$ cat config.mk
export PLATFORM = sky130hd
export DESIGN_NAME = can_rx_frame
export DESIGN_NICKNAME = d
export VERILOG_FILES = /design/src/rtl/can_pkg.sv /design/src/rtl/can_bit_destuff.sv /design/src/rtl/can_rx_frame.sv
export SDC_FILE = /design/constraint.sdc
export NUM_CORES = 1
export LEC_CHECK = 0
export CAP_MARGIN = 20
export CORE_MARGIN = 1
export CORE_UTILIZATION = 35
export DETAILED_ROUTE_END_ITERATION = 8
export PLACE_DENSITY = 0.64
export SYNTH_ARGS = -nofsm -noshare
export SYNTH_HDL_FRONTEND = slang
export SYNTH_SLANG_ARGS = --single-unit
$ cat constraint.sdc
create_clock -name clk -period 3.7 [get_ports clk]
set_input_delay 0.37 -clock clk [delete_from_list [all_inputs] [get_ports clk]]
set_output_delay 0.37 -clock clk [all_outputs]
set_load 0.1 [all_outputs]
$ cat src/rtl/can_pkg.sv
// Shared CAN definitions: CRC-15 polynomial, frame field lengths and the
// receive state encoding used by the receive and transmit paths.
package can_pkg;

    localparam logic [14:0] CAN_CRC_POLY  = 15'h4599;

    localparam int unsigned CAN_ARB_LEN   = 11;
    localparam int unsigned CAN_CTRL_LEN  = 7;
    localparam int unsigned CAN_DATA_LEN  = 46;
    localparam int unsigned CAN_CRC_LEN   = 15;
    localparam int unsigned CAN_EOF_LEN   = 7;

    // rw + addr[14:0] + data[15:0]; the rest of the DATA field is padding
    localparam int unsigned CAN_WORD_LEN  = 32;

    typedef enum logic [3:0] {
        ST_IDLE      = 4'd0,
        ST_ARB       = 4'd1,
        ST_CTRL      = 4'd2,
        ST_DATA      = 4'd3,
        ST_CRC       = 4'd4,
        ST_CRC_DELIM = 4'd5,
        ST_ACK       = 4'd6,
        ST_ACK_DELIM = 4'd7,
        ST_EOF       = 4'd8,
        ST_ERROR     = 4'd9
    } can_rx_state_t;

    // One serial CRC-15 step for a single bus bit
    function automatic logic [14:0] crc15_step(input logic [14:0] crc,
                                               input logic        b,
                                               input logic [14:0] poly);
        return {crc[13:0], 1'b0} ^ ((b ^ crc[14]) ? poly : 15'h0000);
    endfunction

endpackage

$ cat src/rtl/can_bit_destuff.sv
// Bit destuffer: after five identical bits the next one is a stuff bit and
// is dropped in the same cycle it arrives. A stuff bit equal to the
// preceding bit flags a stuff error. `clear` makes the current bit start a
// fresh run (used while idle so SOF begins the count).
module can_bit_destuff
    import can_pkg::*;
(
    input  logic clk,
    input  logic n_rst,
    input  logic bit_valid,
    input  logic rx_bit,
    input  logic enable,
    input  logic clear,
    output logic out_valid,
    output logic out_bit,
    output logic stuff_err
);

    logic [2:0] run_q, run_d, run_eff;
    logic       last_q, last_d;
    logic       is_stuff;
    logic       take;

    // Classify the incoming bit and advance the run-length counter
    always_comb begin
        run_eff   = clear ? 3'd0 : run_q;
        is_stuff  = (run_eff == 3'd5);
        take      = bit_valid && enable;
        out_bit   = rx_bit;
        out_valid = take && !is_stuff;
        stuff_err = take && is_stuff && (rx_bit == last_q);
        run_d     = run_q;
        last_d    = last_q;
        if (take) begin
            last_d = rx_bit;
            if (!is_stuff && (run_eff != 3'd0) && (rx_bit == last_q)) begin
                run_d = run_eff + 3'd1;
            end else begin
                run_d = 3'd1;
            end
        end
    end

    // Run-length state
    always_ff @(posedge clk or negedge n_rst) begin
        if (!n_rst) begin
            run_q  <= '0;
            last_q <= 1'b0;
        end else begin
            run_q  <= run_d;
            last_q <= last_d;
        end
    end

endmodule

$ cat src/rtl/can_rx_frame.sv
// CAN receive frame decoder: destuffs the bus, walks the fixed frame layout,
// checks CRC-15 and frame form, drives the ACK slot and presents the decoded
// register-access word on a one-cycle frame_valid pulse.
module can_rx_frame
    import can_pkg::*;
#(
    parameter logic [14:0] POLY     = CAN_CRC_POLY,
    parameter int unsigned EOF_LEN  = CAN_EOF_LEN,
    parameter int unsigned IDLE_LEN = 11
) (
    input  logic        clk,
    input  logic        n_rst,
    input  logic        bit_valid,
    input  logic        rx_bit,
    output logic        ack_drive,
    output logic        busy,
    output logic        frame_valid,
    output logic [10:0] arb_id,
    output logic [6:0]  ctrl,
    output logic        rw,
    output logic [14:0] addr,
    output logic [15:0] wdata,
    output logic        crc_error,
    output logic        stuff_error,
    output logic        form_error
);

    can_rx_state_t state_q, state_d;
    logic [6:0]    cnt_q, cnt_d;
    logic [14:0]   crc_q, crc_d;
    logic [14:0]   rcrc_q, rcrc_d;
    logic [10:0]   arb_sr_q, arb_sr_d;
    logic [6:0]    ctrl_sr_q, ctrl_sr_d;
    logic [31:0]   word_sr_q, word_sr_d;
    logic [10:0]   arb_id_q, arb_id_d;
    logic [6:0]    ctrl_q, ctrl_d;
    logic          rw_q, rw_d;
    logic [14:0]   addr_q, addr_d;
    logic [15:0]   wdata_q, wdata_d;
    logic          ack_q, ack_d, busy_q, busy_d;
    logic          fv_q, fv_d, crc_err_q, crc_err_d;
    logic          stf_err_q, stf_err_d, frm_err_q, frm_err_d;

    logic ds_enable, ds_clear, ds_valid, ds_bit, ds_err;
    logic field_last;

    assign ds_enable  = (state_q inside {ST_IDLE, ST_ARB, ST_CTRL, ST_DATA, ST_CRC});
    assign ds_clear   = (state_q == ST_IDLE);
    assign field_last = (cnt_q == 7'd1);

    can_bit_destuff u_destuff (
        .clk       (clk),
        .n_rst     (n_rst),
        .bit_valid (bit_valid),
        .rx_bit    (rx_bit),
        .enable    (ds_enable),
        .clear     (ds_clear),
        .out_valid (ds_valid),
        .out_bit   (ds_bit),
        .stuff_err (ds_err)
    );

    // Frame FSM, field counter, CRC and field shift registers
    always_comb begin
        state_d   = state_q;
        cnt_d     = cnt_q;
        crc_d     = crc_q;
        rcrc_d    = rcrc_q;
        arb_sr_d  = arb_sr_q;
        ctrl_sr_d = ctrl_sr_q;
        word_sr_d = word_sr_q;
        arb_id_d  = arb_id_q;
        ctrl_d    = ctrl_q;
        rw_d      = rw_q;
        addr_d    = addr_q;
        wdata_d   = wdata_q;
        fv_d      = 1'b0;
        crc_err_d = 1'b0;
        stf_err_d = 1'b0;
        frm_err_d = 1'b0;
        if (bit_valid) begin
            case (state_q)
                ST_IDLE: begin
                    if (!rx_bit) begin
                        state_d = ST_ARB;
                        cnt_d   = 7'(CAN_ARB_LEN);
                        crc_d   = crc15_step('0, rx_bit, POLY);
                    end
                end
                ST_ARB, ST_CTRL, ST_DATA, ST_CRC: begin
                    if (ds_err) begin
                        stf_err_d = 1'b1;
                        state_d   = ST_ERROR;
                        cnt_d     = 7'(IDLE_LEN);
                    end else if (ds_valid) begin
                        if (state_q != ST_CRC) begin
                            crc_d = crc15_step(crc_q, ds_bit, POLY);
                        end
                        cnt_d = cnt_q - 7'd1;
                        case (state_q)
                            ST_ARB: begin
                                arb_sr_d = {arb_sr_q[9:0], ds_bit};
                                if (field_last) begin
                                    state_d = ST_CTRL;
                                    cnt_d   = 7'(CAN_CTRL_LEN);
                                end
                            end
                            ST_CTRL: begin
                                ctrl_sr_d = {ctrl_sr_q[5:0], ds_bit};
                                if (field_last) begin
                                    state_d = ST_DATA;
                                    cnt_d   = 7'(CAN_DATA_LEN);
                                end
                            end
                            ST_DATA: begin
                                // only the leading word bits are kept; padding is CRC-only
                                if (cnt_q > 7'(CAN_DATA_LEN - CAN_WORD_LEN)) begin
                                    word_sr_d = {word_sr_q[30:0], ds_bit};
                                end
                                if (field_last) begin
                                    state_d = ST_CRC;
                                    cnt_d   = 7'(CAN_CRC_LEN);
                                end
                            end
                            default: begin
                                rcrc_d = {rcrc_q[13:0], ds_bit};
                                if (field_last) begin
                                    state_d = ST_CRC_DELIM;
                                    cnt_d   = '0;
                                end
                            end
                        endcase
                    end
                end
                ST_CRC_DELIM: begin
                    if (!rx_bit) begin
                        frm_err_d = 1'b1;
                        state_d   = ST_ERROR;
                        cnt_d     = 7'(IDLE_LEN);
                    end else if (crc_q != rcrc_q) begin
                        crc_err_d = 1'b1;
                        state_d   = ST_ERROR;
                        cnt_d     = 7'(IDLE_LEN);
                    end else begin
                        state_d = ST_ACK;
                    end
                end
                ST_ACK: begin
                    state_d = ST_ACK_DELIM;
                end
                ST_ACK_DELIM: begin
                    if (!rx_bit) begin
                        frm_err_d = 1'b1;
                        state_d   = ST_ERROR;
                        cnt_d     = 7'(IDLE_LEN);
                    end else begin
                        state_d = ST_EOF;
                        cnt_d   = 7'(EOF_LEN);
                    end
                end
                ST_EOF: begin
                    if (!rx_bit) begin
                        frm_err_d = 1'b1;
                        state_d   = ST_ERROR;
                        cnt_d     = 7'(IDLE_LEN);
                    end else if (field_last) begin
                        fv_d     = 1'b1;
                        state_d  = ST_IDLE;
                        cnt_d    = '0;
                        arb_id_d = arb_sr_q;
                        ctrl_d   = ctrl_sr_q;
                        rw_d     = word_sr_q[31];
                        addr_d   = word_sr_q[30:16];
                        wdata_d  = word_sr_q[15:0];
                    end else begin
                        cnt_d = cnt_q - 7'd1;
                    end
                end
                ST_ERROR: begin
                    if (!rx_bit) begin
                        cnt_d = 7'(IDLE_LEN);
                    end else if (field_last) begin
                        state_d = ST_IDLE;
                        cnt_d   = '0;
                    end else begin
                        cnt_d = cnt_q - 7'd1;
                    end
                end
                default: begin
                    state_d = ST_IDLE;
                    cnt_d   = '0;
                end
            endcase
        end
        ack_d  = (state_d == ST_ACK);
        busy_d = (state_d != ST_IDLE);
    end

    // State and output registers
    always_ff @(posedge clk or negedge n_rst) begin
        if (!n_rst) begin
            state_q   <= ST_IDLE;
            cnt_q     <= '0;
            crc_q     <= '0;
            rcrc_q    <= '0;
            arb_sr_q  <= '0;
            ctrl_sr_q <= '0;
            word_sr_q <= '0;
            arb_id_q  <= '0;
            ctrl_q    <= '0;
            rw_q      <= 1'b0;
            addr_q    <= '0;
            wdata_q   <= '0;
            ack_q     <= 1'b0;
            busy_q    <= 1'b0;
            fv_q      <= 1'b0;
            crc_err_q <= 1'b0;
            stf_err_q <= 1'b0;
            frm_err_q <= 1'b0;
        end else begin
            state_q   <= state_d;
            cnt_q     <= cnt_d;
            crc_q     <= crc_d;
            rcrc_q    <= rcrc_d;
            arb_sr_q  <= arb_sr_d;
            ctrl_sr_q <= ctrl_sr_d;
            word_sr_q <= word_sr_d;
            arb_id_q  <= arb_id_d;
            ctrl_q    <= ctrl_d;
            rw_q      <= rw_d;
            addr_q    <= addr_d;
            wdata_q   <= wdata_d;
            ack_q     <= ack_d;
            busy_q    <= busy_d;
            fv_q      <= fv_d;
            crc_err_q <= crc_err_d;
            stf_err_q <= stf_err_d;
            frm_err_q <= frm_err_d;
        end
    end

    assign ack_drive   = ack_q;
    assign busy        = busy_q;
    assign frame_valid = fv_q;
    assign arb_id      = arb_id_q;
    assign ctrl        = ctrl_q;
    assign rw          = rw_q;
    assign addr        = addr_q;
    assign wdata       = wdata_q;
    assign crc_error   = crc_err_q;
    assign stuff_error = stf_err_q;
    assign form_error  = frm_err_q;

endmodule

Word level (Yosys, flattened, before mapping)
Index checks and enable logic that the tools add are counted.

Multiplexer cells: 51. Reductions and logical operators: 23. Bitwise logic cells: 5. Add/sub/neg operators: 2. Magnitude comparators: 1. Equality and inequality tests: 21.

Operator list (number): $mux W15 (5); $mux W7 (10); $mux W4 (14); $pmux W7 S6 (1); $pmux W15 S2 (1); $pmux W4 S7 (1); $pmux W7 S3 (1); $eq A4 B3 Y1 const B (5); $reduce_and A5 Y1 (4); $mux W1 (15); $ne A15 B15 Y1 (1); $xor A15 B15 Y15 (1); $pmux W4 S3 (1); $reduce_and A6 Y1 (2); $eq A4 B2 Y1 const B (2); $eq A4 B4 Y1 const B (2); $ne A2 B2 Y1 const B (4); $eq A7 B1 Y1 const B (1); $gt A7 B4 Y1 const B (1); $sub A7 B1 Y7 const B (1); $logic_and A1 B1 Y1 (6); $mux W3 (2); $ne A3 B3 Y1 const B (2); $reduce_or A3 Y1 (2); 16 further kinds (18).

Register bits after elaboration: 151. Word-level logic and storage cells: 123.

Depth between registers and ports, before layout
Gate-level depths: netlist of the first run.

Word-level depth: 10. Mapped depth: 13. Mapped depth without buffers: 10.

Hierarchy
Synthesis of the first run repeated with hierarchy kept, for this count alone.

Cell total of the unflattened synthesis: 522. Area, all modules: 6824.0 µm².

Modules (own cells, without submodules): can_rx_frame (cells each 496, area an instance 6562.5 µm², sequential area each 3678.5 µm², instances 1); can_bit_destuff (cells each 26, area an instance 261.5 µm², sequential area each 100.1 µm², instances 1).

Worst setup path before layout of the first run
No wires, ideal clock.

Kind: register to register. Start point: register state_q[0]. End point: register rcrc_q[10]. Arrival: 2.808 ns. Setup slack: 0.767 ns. Clock period less this slack: 2.933 ns. Cell stages (with the launch flop): 11. Path through: dfrtp_1 or4_1 buf_2 nand2_1 inv_1 ha_1 and2_1 a211o_1 nor4_4 buf_4 mux2_2.

Cells in the longest elaborated chain, start to end: 7. Elaborated cells between the ends (all ways): 18.

RTL lines: from (decl) (line can_rx_frame.sv:28) `can_rx_state_t state_q, state_d;`; from (signal assigned) (line can_rx_frame.sv:221) `state_q <= state_d;`; $logic_not A4 Y1 (tied with other cells) (line can_rx_frame.sv:47, can_rx_frame.sv:48); $mux W3 or $reduce_bool A5 Y1 (tied branches) (line can_bit_destuff.sv:26, can_rx_frame.sv:47); $eq A3 B3 Y1 or $logic_and A1 B1 Y1 (tied branches) (line can_bit_destuff.sv:27, can_bit_destuff.sv:28); $logic_and A1 B1 Y1 (2 in a row) (line can_bit_destuff.sv:31) `stuff_err = take && is_stuff && (rx_bit == last_q);`; $not A1 Y1 (no source line); $reduce_and A5 Y1 (no source line) *; to (signal assigned) (line can_rx_frame.sv:224) `rcrc_q <= rcrc_d;`; to (decl) (line can_rx_frame.sv:31) `logic [14:0] rcrc_q, rcrc_d;`.

Mark *: on every way between the ends. The rest lies on a longest branch, timed or not. A chain may end at the register's enable or synchronous reset.

Final worst setup path of the first run
Start point: register state_q[0]. End point: register cnt_q[6].

Cells in the longest elaborated chain, start to end: 7. Elaborated cells between the ends (all ways): 29.

RTL lines: $logic_not A4 Y1 (tied with other cells) (line can_rx_frame.sv:47, can_rx_frame.sv:48, can_rx_frame.sv:82); $mux W3 or $reduce_bool A5 Y1 (tied branches) (line can_bit_destuff.sv:26, can_rx_frame.sv:47); $eq A3 B3 Y1 or $logic_and A1 B1 Y1 (tied branches) (line can_bit_destuff.sv:27, can_bit_destuff.sv:28); $logic_not A1 Y1 or $logic_and A1 B1 Y1 (tied branches) (line can_bit_destuff.sv:30, can_bit_destuff.sv:31); $logic_and A1 B1 Y1, on equally long branches (line can_bit_destuff.sv:30, can_bit_destuff.sv:31); $ne A3 B3 Y1 (no source line) or $mux W7 (tied branches); $reduce_and A5 Y1 (no source line) or $pmux W7 S6 (tied branches); to (signal assigned) (line can_rx_frame.sv:222) `cnt_q <= cnt_d;`; to (decl) (line can_rx_frame.sv:29) `logic [6:0] cnt_q, cnt_d;`.

Parallel ways exist; a longest one is shown, timed or not. The select of a mux whose other input is x is not followed.

==> qor.yml, run 1 <==
post-dp-hpwl_mm: 9.30
r2r-start: "state_q[0]"
placementRows: 50
drtIter0Drc: 280
antenna_found_initial: 0
clk_pin_slew_ns: 0.06
syn2layout_area_growth_pct: 22.4
firstDrtPassIters: 5
holdCritPathClass: "in -> async"
ios: 60
clk_latency_ns: 0.42
cts_buffer_depth: 2
max_slew_margin_pct: 32.3
crit_path_start_kind: "flop"
p_clk_share_pct: 32.1
cts_max_level: 4
synth_cells: 652
post_drt_via_cell_ratio: 5.11
synth_ff_type: "dfrtp_1"
yosysUniqueCellTypes: 57
fin_crit_ns: 3.23
die_w_um: 141
status: "finished, final reports clean"
period_share_pct: 87.4
drv_slew: 0
cpMaxStageDelayCell: "or4_1"
grt_pass1_vias: 4837
netSwitchingPower_mw: 1.86
r2r_slack_ns: 0.47
p_sw_share_pct: 34.8
r2r_end: "cnt_q[6]"
cts_buffers: 17
core-area_sq_um: 18800
async_flop_share_pct: 100
seq_area_sq_um: 3780
pwr-share-comb_pct: 29.7
ys_seq_area_share_pct: 56.1
gp_congestion: 0.830
cts_sinks: 151
finalSetupTns_ns: 0
grtUsageTotal_pct: 15.4
stdcell_count: 962
seqPwrFrac_pct: 38.1
num_vias: 4914
hold_viol_final: 0
tritoncts: "done"
ir_drop_uv: 230
max_freq_ghz: 0.309
p_int_mw: 3.48
grt_start_max_net_pins: 122
grt_pass1_wl_mm: 24.1
cts_setup_buffers: 0
clockRootBuffer: "clkbuf_16"
ant_nets: 0
cp_data_arrival_time_ns: 3.54
power_mw: 5.34
routed_wl_mm: 14.0
pre_cts_ws_ns: 0.464
nets: 726
antennaDiodeCount: 0
ys_seq_elements: 151
setup_slack_ns: 0.468
multi_input_area_sq_um: 2790
slowest_delay_ns: 0.65
rsz0062_at_grt: "false"
power-per-cell-area_nw_per_um2: 647
skew_ns: 0.00968
drc: 0
grt_overflow: 0
drive_gt1_share_pct: 16.2
synth.net_count: 662
fillers: 1773
dp_cells: 929
worstPathCellList: "or4_1, nand2_1, inv_1, ha_1, and2_1, a311o_1, a221oi_1, o21ai_1, nand2b_1, o41ai_1"
leakagePower_nw: 4.10
worst_slew_pin_slew_ns: 1.01
synth_edf_count: 0
finalSetupViolCount: 0
yosys_warnings: 0
critPathKind: "reg -> reg"
required_ns: 4.01
crit_path_max_fanout: 11
syn_area_sq_um: 6740
postSynthAreaPerCell_sq_um: 10.3
port_buffers: 59
critPathCaptureType: "flop"
ff2ff_path_depth: 10
post_drt_wl_per_cell_um: 14.6
die-area_sq_um: 19800
max_cap_viol_count: 0
die-height_um: 141
start_util_pct: 35.9
-- per-stage QoR --
step	hold WS, ns	utilization [%]	instance area [sq um]
floorplan	0.0744	-	6740
global placement	0.442	40.6	7620
detailed placement	0.449	40.6	7620
CTS	0.161	43.7	8210
global route	0.352	43.9	8250
finish	0.346	43.9	8250
-- logic make-up (layout without fill, tap and decap cells) --
| group | count (synthesis) | in the layout | share of synthesized area (%) |
|---|---|---|---|
| multiplexers | 66 | 66 | 11.0 |
| XOR/XNOR | 23 | 23 | 2.99 |
| buffers and inverters | 46 | 122 | 2.75 |
| flip-flops | 151 | 151 | 56.1 |
| AND/OR/NAND/NOR | 276 | 276 | 17.4 |
| AO/OA/AOI/OAI | 84 | 84 | 8.63 |
| adder cells (fa/ha/maj) | 6 | 6 | 1.11 |
-- synthesized netlist by cell type, drive strengths merged, types with 3 or more instances --
cell type  number  area, sq um
o21a            3         22.5
or3             3         18.8
o22ai           3         18.8
ha              6         75.1
a211o           3         26.3
o21ai          20          100
a211oi          6         50.1
nand2         201          754
inv            14         52.6
a21oi          13         65.1
nand3          20          100
a221oi          4         35.0
or2             3         18.8
a31oi           4         25.0
nand4           3         18.8
xor2           17          149
nor2b           3         18.8
nor4            5         46.3
dfrtp         151         3780
o31ai           3         22.5
nand2b          3         18.8
nor3           11         55.1
clkbuf         23         86.3
o211ai          3         22.5
xnor2           6         52.6
nor2           15         56.3
mux2           65          732
buf             8         42.5
-- power groups by stage --
stage | logic, mW | registers (mW) | clock network (mW)
CTS | 1.58 | 2.03 | 1.75
floorplan | 1.03 | 2.18 | 0
finish | 1.59 | 2.04 | 1.71
global route | 1.75 | 2.07 | 1.83
detailed placement | 1.58 | 2.06 | 0
global placement | 1.57 | 2.06 | 0
-- worst max-delay path: cells and delay by family (launching register included) --
kind                       cells  cell delay, ns
buffers and inverters          1            0.06
and+or+nand+nor                4            1.26
AOI/OAI and AO/OA              4            1.21
DFF                            1            0.37
adders and majority gates      1            0.20
-- worst max-delay path by stage --
stage	start	end	slack, ns	depth (start not counted)
2_1_floorplan	state_q[0]	rcrc_q[10]	0.77	10
3_3_place_gp	state_q[0]	cnt_q[6]	0.59	10
3_5_place_dp	state_q[0]	cnt_q[6]	0.46	10
4_1_cts	state_q[0]	cnt_q[6]	0.48	10
5_1_grt	state_q[1]	cnt_q[6]	0.28	10
6_report	state_q[0]	cnt_q[6]	0.47	10
-- repair_timing --
action,CTS,global route
resized for setup,0,0
endpoints found under the hold margin,0,17
hold buffers,0,1
-- routing by layer --
layer | wire length [um] | GRT usage [%] | up-vias
met5 | 0 | 0 | -
met1 | 6500 | 19.9 | 2385
met4 | 323 | 6.69 | 0
met3 | 653 | 3.87 | 28
li1 | - | - | 2366
met2 | 6540 | 24.4 | 135
-- area by class of cell --
cell class | instances | area share (%)
flip-flops and latches | 151 | 45.8
multi-input cells | 455 | 33.8
repair buffers | 76 | 9.00
clock buffers | 21 | 5.71
well taps | 234 | 3.55
clock inverters | 10 | 1.43
inverters | 15 | 0.683
-- state kept, by name (all words and copies together), names as in the netlist --
signal,flops
crc_q,15
wdata,16
u_destuff.run_q,3
rcrc_q,15
u_destuff.last_q,1
frame_valid,1
addr,15
rw,1
ack_drive,1
ctrl,7
state_q,4
crc_error,1
cnt_q,7
stuff_error,1
form_error,1
arb_id,11
word_sr_q,32
ctrl_sr_q,7
arb_sr_q,11
busy,1
-- cell usage in the layout, fill, tap and decap left out, types with 4 or more instances in the layout --
cell type	netlist	layout
a211oi_1	5	4
a21oi_1	13	13
a221oi_1	4	4
a31oi_1	4	4
buf_4	1	15
clkbuf_16	0	17
clkdlybuf4s50_1	0	58
dfrtp_1	151	151
ha_1	6	6
inv_1	14	14
mux2_2	63	63
nand2_1	201	201
nand3_1	20	20
nor2_1	15	15
nor3_1	11	11
nor4_1	4	4
o21ai_0	18	18
xnor2_1	6	6
xor2_1	17	17
Note: power is estimated with default switching activity, not from simulation.
==> inputs of run 2 (changes only) <==
--- a/config.mk
+++ b/config.mk
@@ -10,6 +10,7 @@
 export CORE_UTILIZATION = 35
 export DETAILED_ROUTE_END_ITERATION = 8
 export PLACE_DENSITY = 0.64
+export SLEW_MARGIN = 20
 export SYNTH_ARGS = -nofsm -noshare
 export SYNTH_HDL_FRONTEND = slang
 export SYNTH_SLANG_ARGS = --single-unit
==> run 2 against run 1 <==
  * Power fell by 0.23%
  * Worst setup slack got worse by 0.0025 ns
  * Via count fell by 1.2%
  * Combinational power barely moved
  * Die area did not move
  * Critical path depth did not move
  * First-iteration DRC count rose by 2.1%
  * Non-clock buffer count fell by 2
  * Critical endpoint unchanged
  * Largest cell class unchanged
  * Largest power group unchanged
==> qor.yml, run 2 (synthesis gave the netlist of run 1 again) <==
r2r_end: "cnt_q[6]"  # unchanged
path_delay_family: "simple AND/OR/NAND/NOR gates"  # unchanged
syn2layout_area_growth_pct: 21.8  # was 22.4%
r2r-start: "state_q[0]"  # unchanged
period_share_pct: 87.4  # about the same
largest_register: "word_sr_q"  # unchanged
grt_start_max_net_pins: 122  # unchanged
post_drt_wl_per_cell_um: 14.6  # about the same
critPathCaptureType: "flop"  # unchanged
cts_buffer_depth: 2  # unchanged
worst_slew_pin_slew_ns: 1.01  # about the same
ir_drop_uv: 230  # about the same
pre_cts_ws_ns: 0.464  # unchanged
max_cap_viol_count: 0  # unchanged
cts_max_level: 4  # unchanged
firstDrtPassIters: 4  # was 5
rsz0062_at_grt: "false"  # unchanged
required_ns: 4.00  # was 4.01 ns
crit_path_max_fanout: 11  # unchanged
antennaDiodeCount: 0  # unchanged
setup_slack_ns: 0.465  # was 0.468 ns
die-area_sq_um: 19800  # unchanged
clk_pin_slew_ns: 0.06  # about the same
clk_latency_ns: 0.42  # about the same
layout.cells.most_common_list: "nand2_1 (201), dfrtp_1 (151), mux2_2 (63), clkdlybuf4s50_1 (58), nand3_1 (20)"  # unchanged
grt_pass1_wl_mm: 24.1  # unchanged
max_slew_margin_pct: 32.2  # was 32.3%
core-area_sq_um: 18800  # unchanged
crit_path_start_kind: "flop"  # unchanged
leakagePower_nw: 4.08  # was 4.10 nW
critPathKind: "reg -> reg"  # unchanged
start_util_pct: 35.9  # unchanged
ant_nets: 0  # unchanged
grt_overflow: 0  # unchanged
hold_viol_final: 0  # unchanged
max_freq_ghz: 0.309  # about the same
gp_congestion: 0.830  # unchanged
drc: 0  # unchanged
cts_setup_buffers: 0  # unchanged
finalSetupTns_ns: 0  # unchanged
fin_crit_ns: 3.23  # about the same
post-dp-hpwl_mm: 9.30  # unchanged
status: "finished, final reports clean"  # unchanged
postCtsHoldBufs: 0  # unchanged
r2r_slack_ns: 0.47  # about the same
nets: 724  # was 726
cpMaxStageDelayCell: "or4_1"  # unchanged
cp_data_arrival_time_ns: 3.54  # about the same
post_drt_via_cell_ratio: 5.06  # was 5.11
cts_resized: 0  # unchanged
drive_gt1_share_pct: 16.1  # was 16.2%
stdcell_count: 960  # was 962
holdCritPathClass: "in -> async"  # unchanged
finalSetupViolCount: 0  # unchanged
die_w_um: 141  # unchanged
placementRows: 50  # unchanged
drtIter0Drc: 286  # was 280
antenna_found_initial: 0  # unchanged
grt_pass1_vias: 4837  # unchanged
largest_register_ffs: 32  # unchanged
fillers: 1779  # was 1773
tritoncts: "done"  # unchanged
num_vias: 4857  # was 4914
ff2ff_path_depth: 10  # unchanged
cp.buffers_inverters: 1  # unchanged
skew_ns: 0.00811  # was 0.00968 ns
drv_slew: 0  # unchanged
cts_sinks: 151  # unchanged
worstPathCellList: "or4_1, nand2_1, inv_1, ha_1, and2_1, a311o_1, a221oi_1, o21ai_1, nand2b_1, o41ai_1"  # unchanged
port_buffers: 59  # unchanged
dp_cells: 929  # unchanged
clockRootBuffer: "clkbuf_16"  # unchanged
die-height_um: 141  # unchanged
ios: 60  # unchanged
power-per-cell-area_nw_per_um2: 649  # was 647 nW/um^2
cts_buffers: 17  # unchanged
final_common_cell: "nand2_1"  # unchanged
routed_wl_mm: 14.0  # about the same
slowest_delay_ns: 0.65  # about the same
grtUsageTotal_pct: 15.4  # unchanged
run 2: cell count changes in the layout (fill, tap and decap cells not counted):
| cell | delta |
|---|---|
| clkbuf_8 | +1 |
| buf_16 | -1 |
| buf_6 | -1 |
| dlygate4sd3_1 | -1 |
run 2: metal layers:
| layer | wire, um | vias to the layer above | share of wire, % | global-route usage [%] |
|---|---|---|---|---|
| met5 | 0 | - | 0 | 0 |
| met4 | 295 | 0 | 2.1 | 6.69 |
| met1 | 6580 | 2344 | 47 | 19.9 |
| li1 | - | 2370 | - | - |
| met3 | 639 | 25 | 4.5 | 3.87 |
| met2 | 6530 | 118 | 47 | 24.4 |
run 2: report_power, final:
part | switching [mW] | internal [mW] | total (mW)
combinational | 1.01 | 0.571 | 1.58
clock | 0.665 | 1.04 | 1.71
sequential | 0.176 | 1.86 | 2.04
total | 1.85 | 3.47 | 5.32
run 2: through the flow:
step / hold WS [ns] / util [%] / power [mW] / cell area (sq um)
finish: 0.0940 / 43.7 / 5.32 / 8210
detailed placement: 0.449 / 40.6 / 3.64 / 7620
global placement: 0.442 / 40.6 / 3.62 / 7620
global route: 0.162 / 43.7 / 5.64 / 8210
floorplan: 0.0744 / - / 3.21 / 6740
CTS: 0.161 / 43.7 / 5.36 / 8210
run 2: how the worst max path moves through the flow:
stage	start	endpoint	cells after the start
2_1_floorplan	state_q[0]	rcrc_q[10]	10
3_3_place_gp	state_q[0]	cnt_q[6]	10
3_5_place_dp	state_q[0]	cnt_q[6]	10
4_1_cts	state_q[0]	cnt_q[6]	10
5_1_grt	state_q[1]	cnt_q[6]	10
6_report	state_q[0]	cnt_q[6]	10
run 2: final cells by class:
| class | count | area (sq um) | area share, % |
|---|---|---|---|
| clock buffer | 21 | 470 | 5.73 |
| multi-input combinational | 455 | 2790 | 34.0 |
| sequential | 151 | 3780 | 46.0 |
| timing repair buffer | 74 | 707 | 8.61 |
| inverter | 15 | 56.3 | 0.686 |
| tap | 234 | 293 | 3.57 |
| clock inverter | 10 | 118 | 1.43 |
